===== config.mk =====
export PLATFORM = sky130hd
export DESIGN_NAME = text_ram_arbiter
export DESIGN_NICKNAME = d
export VERILOG_FILES = /design/src/rtl/text_ram_arbiter.sv
export SDC_FILE = /design/constraint.sdc
export NUM_CORES = 1
export LEC_CHECK = 0
export ABC_AREA = 1
export CAP_MARGIN = 25
export CORE_MARGIN = 5
export CORE_UTILIZATION = 50
export DETAILED_ROUTE_END_ITERATION = 8
export DONT_BUFFER_PORTS = 1
export GPL_TIMING_DRIVEN = 0
export PLACE_DENSITY = 0.71
export SYNTH_ARGS = -nofsm -noshare
export SYNTH_HDL_FRONTEND = slang
export SYNTH_SLANG_ARGS = --single-unit

===== constraint.sdc =====
create_clock -name clk -period 3.1 [get_ports clk]
set_input_delay 0.775 -clock clk [delete_from_list [all_inputs] [get_ports clk]]
set_output_delay 0.775 -clock clk [all_outputs]
set_load 0.005 [all_outputs]

===== src/rtl/text_ram_arbiter.sv =====
// Text-mode display RAM arbiter: one RAM access per cycle shared between video fetch,
// a full-RAM clear engine and a small queue of host writes (priority in that order).
module text_ram_arbiter #(
  parameter int unsigned DEPTH      = 328,
  parameter int unsigned AW         = 9,
  parameter int unsigned FIFO_DEPTH = 4,
  parameter logic [31:0] FILL       = 32'h20202020
) (
  input  logic          clk,
  input  logic          rst_n,
  input  logic          vid_req,
  input  logic [AW-1:0] vid_addr,
  output logic [31:0]   vid_data,
  output logic          vid_valid,
  input  logic          host_wr_valid,
  output logic          host_wr_ready,
  input  logic [AW-1:0] host_wr_addr,
  input  logic [31:0]   host_wr_data,
  input  logic          clear_start,
  output logic          clear_busy,
  output logic          clear_done,
  output logic          addr_err,
  output logic          mem_we,
  output logic [AW-1:0] mem_addr,
  output logic [31:0]   mem_wdata,
  input  logic [31:0]   mem_rdata
);

  localparam int unsigned PW = (FIFO_DEPTH > 1) ? $clog2(FIFO_DEPTH) : 1;
  localparam int unsigned CW = $clog2(FIFO_DEPTH + 1);
  localparam logic [AW-1:0] LAST     = AW'(DEPTH - 1);
  localparam logic [CW-1:0] FULL_CNT = CW'(FIFO_DEPTH);
  localparam logic [PW-1:0] LAST_PTR = PW'(FIFO_DEPTH - 1);

  typedef enum logic {IDLE, CLEAR} state_t;

  typedef struct packed {
    logic [AW-1:0] addr;
    logic [31:0]   data;
  } entry_t;

  state_t        state, state_nxt;
  logic [AW-1:0] clr_cnt;
  entry_t        fifo_mem [FIFO_DEPTH];
  entry_t        head;
  logic [PW-1:0] wr_ptr, rd_ptr;
  logic [CW-1:0] count;
  logic          push, pop, head_ok, clr_wr;
  logic          vid_pend, vid_ok;

  function automatic logic in_range(input logic [AW-1:0] a);
    return 32'(a) < DEPTH;
  endfunction

  function automatic logic [PW-1:0] next_ptr(input logic [PW-1:0] p);
    return (p == LAST_PTR) ? '0 : p + 1'b1;
  endfunction

  assign head          = fifo_mem[rd_ptr];
  assign head_ok       = in_range(head.addr);
  // Ready comes only from the registered count, so valid never loops back into ready.
  assign host_wr_ready = (count != FULL_CNT);
  assign push          = host_wr_valid && host_wr_ready;

  // NOTE: sequential state uses non-blocking assignments so every flop samples
  // pre-edge values regardless of block ordering.
  always_ff @(posedge clk) begin
    if (!rst_n) state <= IDLE;
    else        state <= state_nxt;
  end

  // NOTE: every always_comb output gets a default first, so no path leaves it
  // unassigned and no latch is inferred.
  always_comb begin
    state_nxt = state;
    case (state)
      IDLE:    if (clear_start) state_nxt = CLEAR;
      CLEAR:   if (clr_wr && clr_cnt == LAST) state_nxt = IDLE;
      default: state_nxt = IDLE;
    endcase
  end

  always_comb begin
    clear_busy = (state == CLEAR);
    clr_wr     = 1'b0;
    pop        = 1'b0;
    mem_we     = 1'b0;
    mem_addr   = '0;
    mem_wdata  = '0;
    if (rst_n) begin
      if (vid_req) begin
        mem_addr = vid_addr;
      end else if (state == CLEAR) begin
        clr_wr    = 1'b1;
        mem_we    = 1'b1;
        mem_addr  = clr_cnt;
        mem_wdata = FILL;
      end else if (count != '0) begin
        // An out-of-range entry is still consumed, it just never reaches the RAM.
        pop = 1'b1;
        if (head_ok) begin
          mem_we    = 1'b1;
          mem_addr  = head.addr;
          mem_wdata = head.data;
        end
      end
    end
  end

  always_ff @(posedge clk) begin
    if (!rst_n) begin
      clr_cnt    <= '0;
      clear_done <= 1'b0;
      addr_err   <= 1'b0;
      vid_pend   <= 1'b0;
      vid_ok     <= 1'b0;
      vid_valid  <= 1'b0;
      vid_data   <= '0;
    end else begin
      if (state == IDLE && clear_start) clr_cnt <= '0;
      else if (clr_wr)                  clr_cnt <= (clr_cnt == LAST) ? '0 : clr_cnt + 1'b1;
      clear_done <= clr_wr && (clr_cnt == LAST);
      if (pop && !head_ok) addr_err <= 1'b1;
      // Address cycle, then RAM latency, then this output register.
      vid_pend  <= vid_req;
      vid_ok    <= in_range(vid_addr);
      vid_valid <= vid_pend;
      vid_data  <= (vid_pend && vid_ok) ? mem_rdata : '0;
    end
  end

  always_ff @(posedge clk) begin
    if (!rst_n) begin
      wr_ptr <= '0;
      rd_ptr <= '0;
      count  <= '0;
    end else begin
      if (push) wr_ptr <= next_ptr(wr_ptr);
      if (pop)  rd_ptr <= next_ptr(rd_ptr);
      case ({push, pop})
        2'b10:   count <= count + 1'b1;
        2'b01:   count <= count - 1'b1;
        default: ;
      endcase
    end
  end

  // NOTE: queue storage has no reset; the pointers and count define what is valid.
  always_ff @(posedge clk) begin
    if (push) fifo_mem[wr_ptr] <= '{addr: host_wr_addr, data: host_wr_data};
  end

endmodule

# [Word level (Yosys, flattened, before mapping)]
# Memories as Yosys holds them, arrays and structs flattened. A register that Yosys moved wholly into a read port is not among the register bits.
# Cells that the tools add are included.
[word_totals] ff_bits=54 latchBits=0 ram_bits=164 romBits=0 wordCells=70 memories=1
[memory_table] name="fifo_mem" depth=4 word_bits=41 rd=1 rd_clocked_by_memory_dff=1 write_ports=1 line="44" text="entry_t fifo_mem [FIFO_DEPTH];"
[op_classes] add_sub_neg=5 n_mul=0 n_div=0 n_lt_le_gt_ge=2 eq_ne=6 n_shift=0 muxes=33 n_bitwise=2 n_reduce_logical=10
[ops] cell="two-way mux 32 bit" n=5
[ops] cell="two-way mux 9 bit" n=6
[ops] cell="less-than comparator 9 bit (second input constant)" n=2
[ops] cell="two-way mux 1 bit" n=16
[ops] cell="adder 9 x 1 -> 9 bit (second input constant)" n=1
[ops] cell="== test 9 bit (second input constant)" n=1
[ops] cell="two-way mux 2 bit" n=4
[ops] cell="== test 2 bit (second input constant)" n=3
[ops] cell="one-hot mux 3 bit (2 select lines)" n=1
[ops] cell="logical AND 1 bit" n=5
[ops] cell="adder 2 x 1 -> 2 bit (second input constant)" n=2
[ops] cell="adder 3 x 1 -> 3 bit (second input constant)" n=1
[ops] cell="!= test 3 bit (second input constant)" n=1
[ops] cell="nonzero test 3 bit" n=1
[ops] cell="subtractor 3 x 1 -> 3 bit (second input constant)" n=1
[ops] cell="== test 2 x 1 -> 1 bit (second input constant)" n=1
[ops] cell="NOT 1 bit" n=2
[ops] cell="one-hot mux 1 bit (2 select lines)" n=1
[ops] cell="AND reduction 2 bit" n=1
[ops] cell="nonzero test 2 bit" n=1
[ops] cell="OR reduction 2 bit" n=1
[ops] cell="zero test 1 bit" n=1

# [Longest topological paths before layout]
[depth] depth_word=7 depth_mapped=15

# [Worst setup path after synthesis]
# Ideal clock, no wire load.
[synth_timing] kind="input to register" startpoint="in host_wr_valid" endpoint="mem fifo_mem[0][0] (netlist name) (enable)" setup_time_ns=0.440 t_arrival_ns=2.681 t_required_ns=2.660 slack_ns=-0.020 path_stages=2 n_path_buf=0 cell_sequence="nand2_1 > nor2_1"
[synth_between] elab_chain_len=3
[synth_lines] element="start, declared" line="15" text="input logic host_wr_valid,"
[synth_lines] element="logical AND 1 bit" line="63" text="assign push = host_wr_valid && host_wr_ready;"
[synth_lines] element="two-way mux 1 bit" line="150" text="if (push) fifo_mem[wr_ptr] <= '{addr: host_wr_addr, data: host_wr_data};"
[synth_lines] element="two-way mux 1 bit (implied by the code)" line="150"
[synth_lines] element="end, declared" line="44"
# Every way passes these cells.

==> reports/metrics.yaml <==
outcome: "complete, no violations"
slew_headroom_pct: 40.8
grt_util_met1_pct: 23.9
portBuffers: 0
post-place-ws_ns: 0.103
syn_nets: 891
synthXorXnorAreaFrac_pct: 0
setup_tns_ns: 0
dp.final_hpwl_um: 12900
die-width_um: 142
synthSimpleGateAreaFrac_pct: 15.2
fin_ws_ns: 0.134
fin_crit_ns: 2.97
cp-start-kind: "flip-flop"
yosysTopAreaCell: "edfxtp_1"
final_nets: 921
wl_per_cell_um: 18.1
synth_top_area_share_pct: 56.9
grt_util_met3_pct: 5.66
post_dp_cell_area_um2: 9060
synthMuxAreaShare_pct: 0
setup_violations: 0
netlist_area_um2: 8650
endpoint: "mem_wdata[29]"
fin_area_um2: 9950
min_path_cells: 0
first_global_vias: 5466
num_vias: 5614
clock_path_buffers: 3
dp_cells: 1025
rr_endpoint: "count[2]"
final_antenna_net_count: 0
cp_max_fo: 10
cts.clk_slew.worst_paths_ns: 0.06
track_usage_pct: 18.9
synth_compound_area_share_pct: 8.78
end_kind: "output pin"
r2r_slack_ns: 0.70
drt_iter0_markers: 390
core-area_um2: 17100
final_hold_viol_count: 0
peakVddDrop_uv: 503
ys_warn_count: 0
path_class: "flip-flop to output pin"
synthAdderAreaFrac_pct: 1.24
p_total_mw: 6.73
syn_inst: 796
die_h_um: 142
maxCapViolations: 0
ys_seq_area_share_pct: 69.9
power.density_nw_per_um2: 676
maxSlewViolCount: 0
instances_no_fill: 1069
first_pass_iters: 5
met2_usage_pct: 31.6
avgSynthCellArea_um2: 10.9
grt_first_pass_wirelength_um: 29600
ctsHtreeMaxLevel: 1
ys_ff_latch: 220
rsz0062_at_grt: "no"
hold_class: "primary input to flip-flop"
clock_latency_ns: 0.52
numCtsBuffers: 24
wl_um: 19400
top_usage_layer: "met2"
drc: 0
ios: 166
synthTopCellsByArea: "edfxtp_1 (57%), dfxtp_1 (13%), nor2_1 (7.9%), o21ai_0 (4.3%), nand2_1 (3.7%)"
skew_ns: 0.0147
p_leak_nw: 3.68
num_rows: 48
critPathRequiredTime_ns: 2.32
fmax_mhz: 337
worstPathArrival_ns: 2.19
overflow: 0
n_antenna_cell: 0
finalCritPeriodShare_pct: 95.7
drive_gt1_share_pct: 12.0
dieArea_um2: 20000
start_util_pct: 50.5
synth.distinct_cells: 33
place.gp.congestion: 0.811
r2r_cells: 12
whs_ns: 0.351
tightest_slew_ns: 0.886
clockRootBuffer: "clkbuf_16"
viasPerCell: 5.25
clock-sinks: 220
cts_tree: "built"
grt_max_degree: 25
hold_buffers: 0
finish.utilization_pct: 58.2
area_growth_pct: 15.1
synth_top_family_by_area: "simple AND/OR/NAND/NOR gates"
antenna_found_initial: 0
reg2reg_from: "clear_busy"
-- kinds of logic (layout without fill, tap and decap cells) --
family | count (synthesis) | after routing
AOI/OAI and AO/OA | 142 | 142
adders and majority gates | 8 | 8
buffers and inverters | 104 | 152
DFF | 220 | 220
and+or+nand+nor | 322 | 322
-- metal layers --
| layer | routed length (µm) | part of all wire (%) |
|---|---|---|
| met5 | 0 | 0 |
| met4 | 479 | 2.5 |
| met3 | 1550 | 8.0 |
| met2 | 9580 | 49 |
| met1 | 7750 | 40 |
-- worst max-delay path: stages (launching register included) --
cell     delay, ns
dfxtp_1       0.31
buf_2         0.22
inv_4         0.09
buf_4         0.19
nand2_1       0.08
nand2_1       0.06
nand2_1       0.06
nand2_1       0.05
nand2_1       0.07
nand3_1       0.22
a21oi_1       0.33
-- placed cells by master (no fill, tap or decap), types with 3 or more instances in the layout --
cell type / instances
nand2_1: 85
clkinv_2: 5
buf_6: 4
clkbuf_2: 8
buf_4: 3
dfxtp_1: 55
o21ai_0: 74
a22oi_1: 7
inv_1: 61
a21oi_1: 32
nand2_2: 4
nor2_4: 4
clkbuf_1: 17
a21oi_2: 14
clkbuf_16: 24
edfxtp_1: 164
nor3_1: 7
nand3_1: 33
nor2_1: 178
buf_2: 4
inv_2: 5
o22ai_1: 7
ha_1: 7
-- how the worst min path moves through the flow --
stage	slack, ns	end	from
2_1_floorplan	0.41	vid_valid	vid_pend
3_3_place_gp	0.43	vid_valid	vid_pend
3_5_place_dp	0.43	vid_valid	vid_pend
4_1_cts	0.33	fifo_mem[3][28]	host_wr_data[28]
5_1_grt	0.32	fifo_mem[2][32]	host_wr_addr[0]
6_report	0.35	fifo_mem[2][20]	host_wr_data[20]
-- layout make-up --
| cell class | instances | area, µm² |
|---|---|---|
| Clock inverter | 15 | 153 |
| Sequential cell | 220 | 6050 |
| Multi-Input combinational cell | 472 | 2290 |
| Fill cell | 1391 | 7160 |
| Tap cell | 225 | 282 |
| Timing Repair Buffer | 4 | 95.1 |
| Buffer | 36 | 195 |
| Inverter | 68 | 258 |
| Clock buffer | 29 | 639 |
-- registers in the layout (all words and copies together), names as in the netlist, named ones only --
signal	cells
wr_ptr	2
addr_err	1
clear_done	1
vid_pend	1
vid_data	32
rd_ptr	2
count	3
vid_ok	1
clear_busy	1
vid_valid	1
clr_cnt	9
fifo_mem	164
-- power by group --
| group | switching (mW) | internal [mW] |
|---|---|---|
| combinational | 0.436 | 0.178 |
| clock | 1.13 | 1.65 |
| sequential | 0.0341 | 3.31 |
-- Yosys cell counts (all sizes together) --
cell	n
o31ai	2
clkbuf	21
o22ai	7
inv	67
buf	15
a31o	1
a32o	1
nand3	33
nor3	9
a21o	1
ha	7
o21ai	74
nor2	183
edfxtp	164
nor4	1
nand3b	2
nand4	2
clkinv	1
a22oi	7
a21oi	47
or2	1
dfxtp	56
nand2	91
a211oi	1
fa	1
o221ai	1
-- repair_timing --
item                                    in CTS  in global routing
endpoints found under the setup margin      13                 29
buffers inserted                             0                  0
gates resized for setup                      7                 33
No activity file was read; power rests on OpenSTA's default activity.
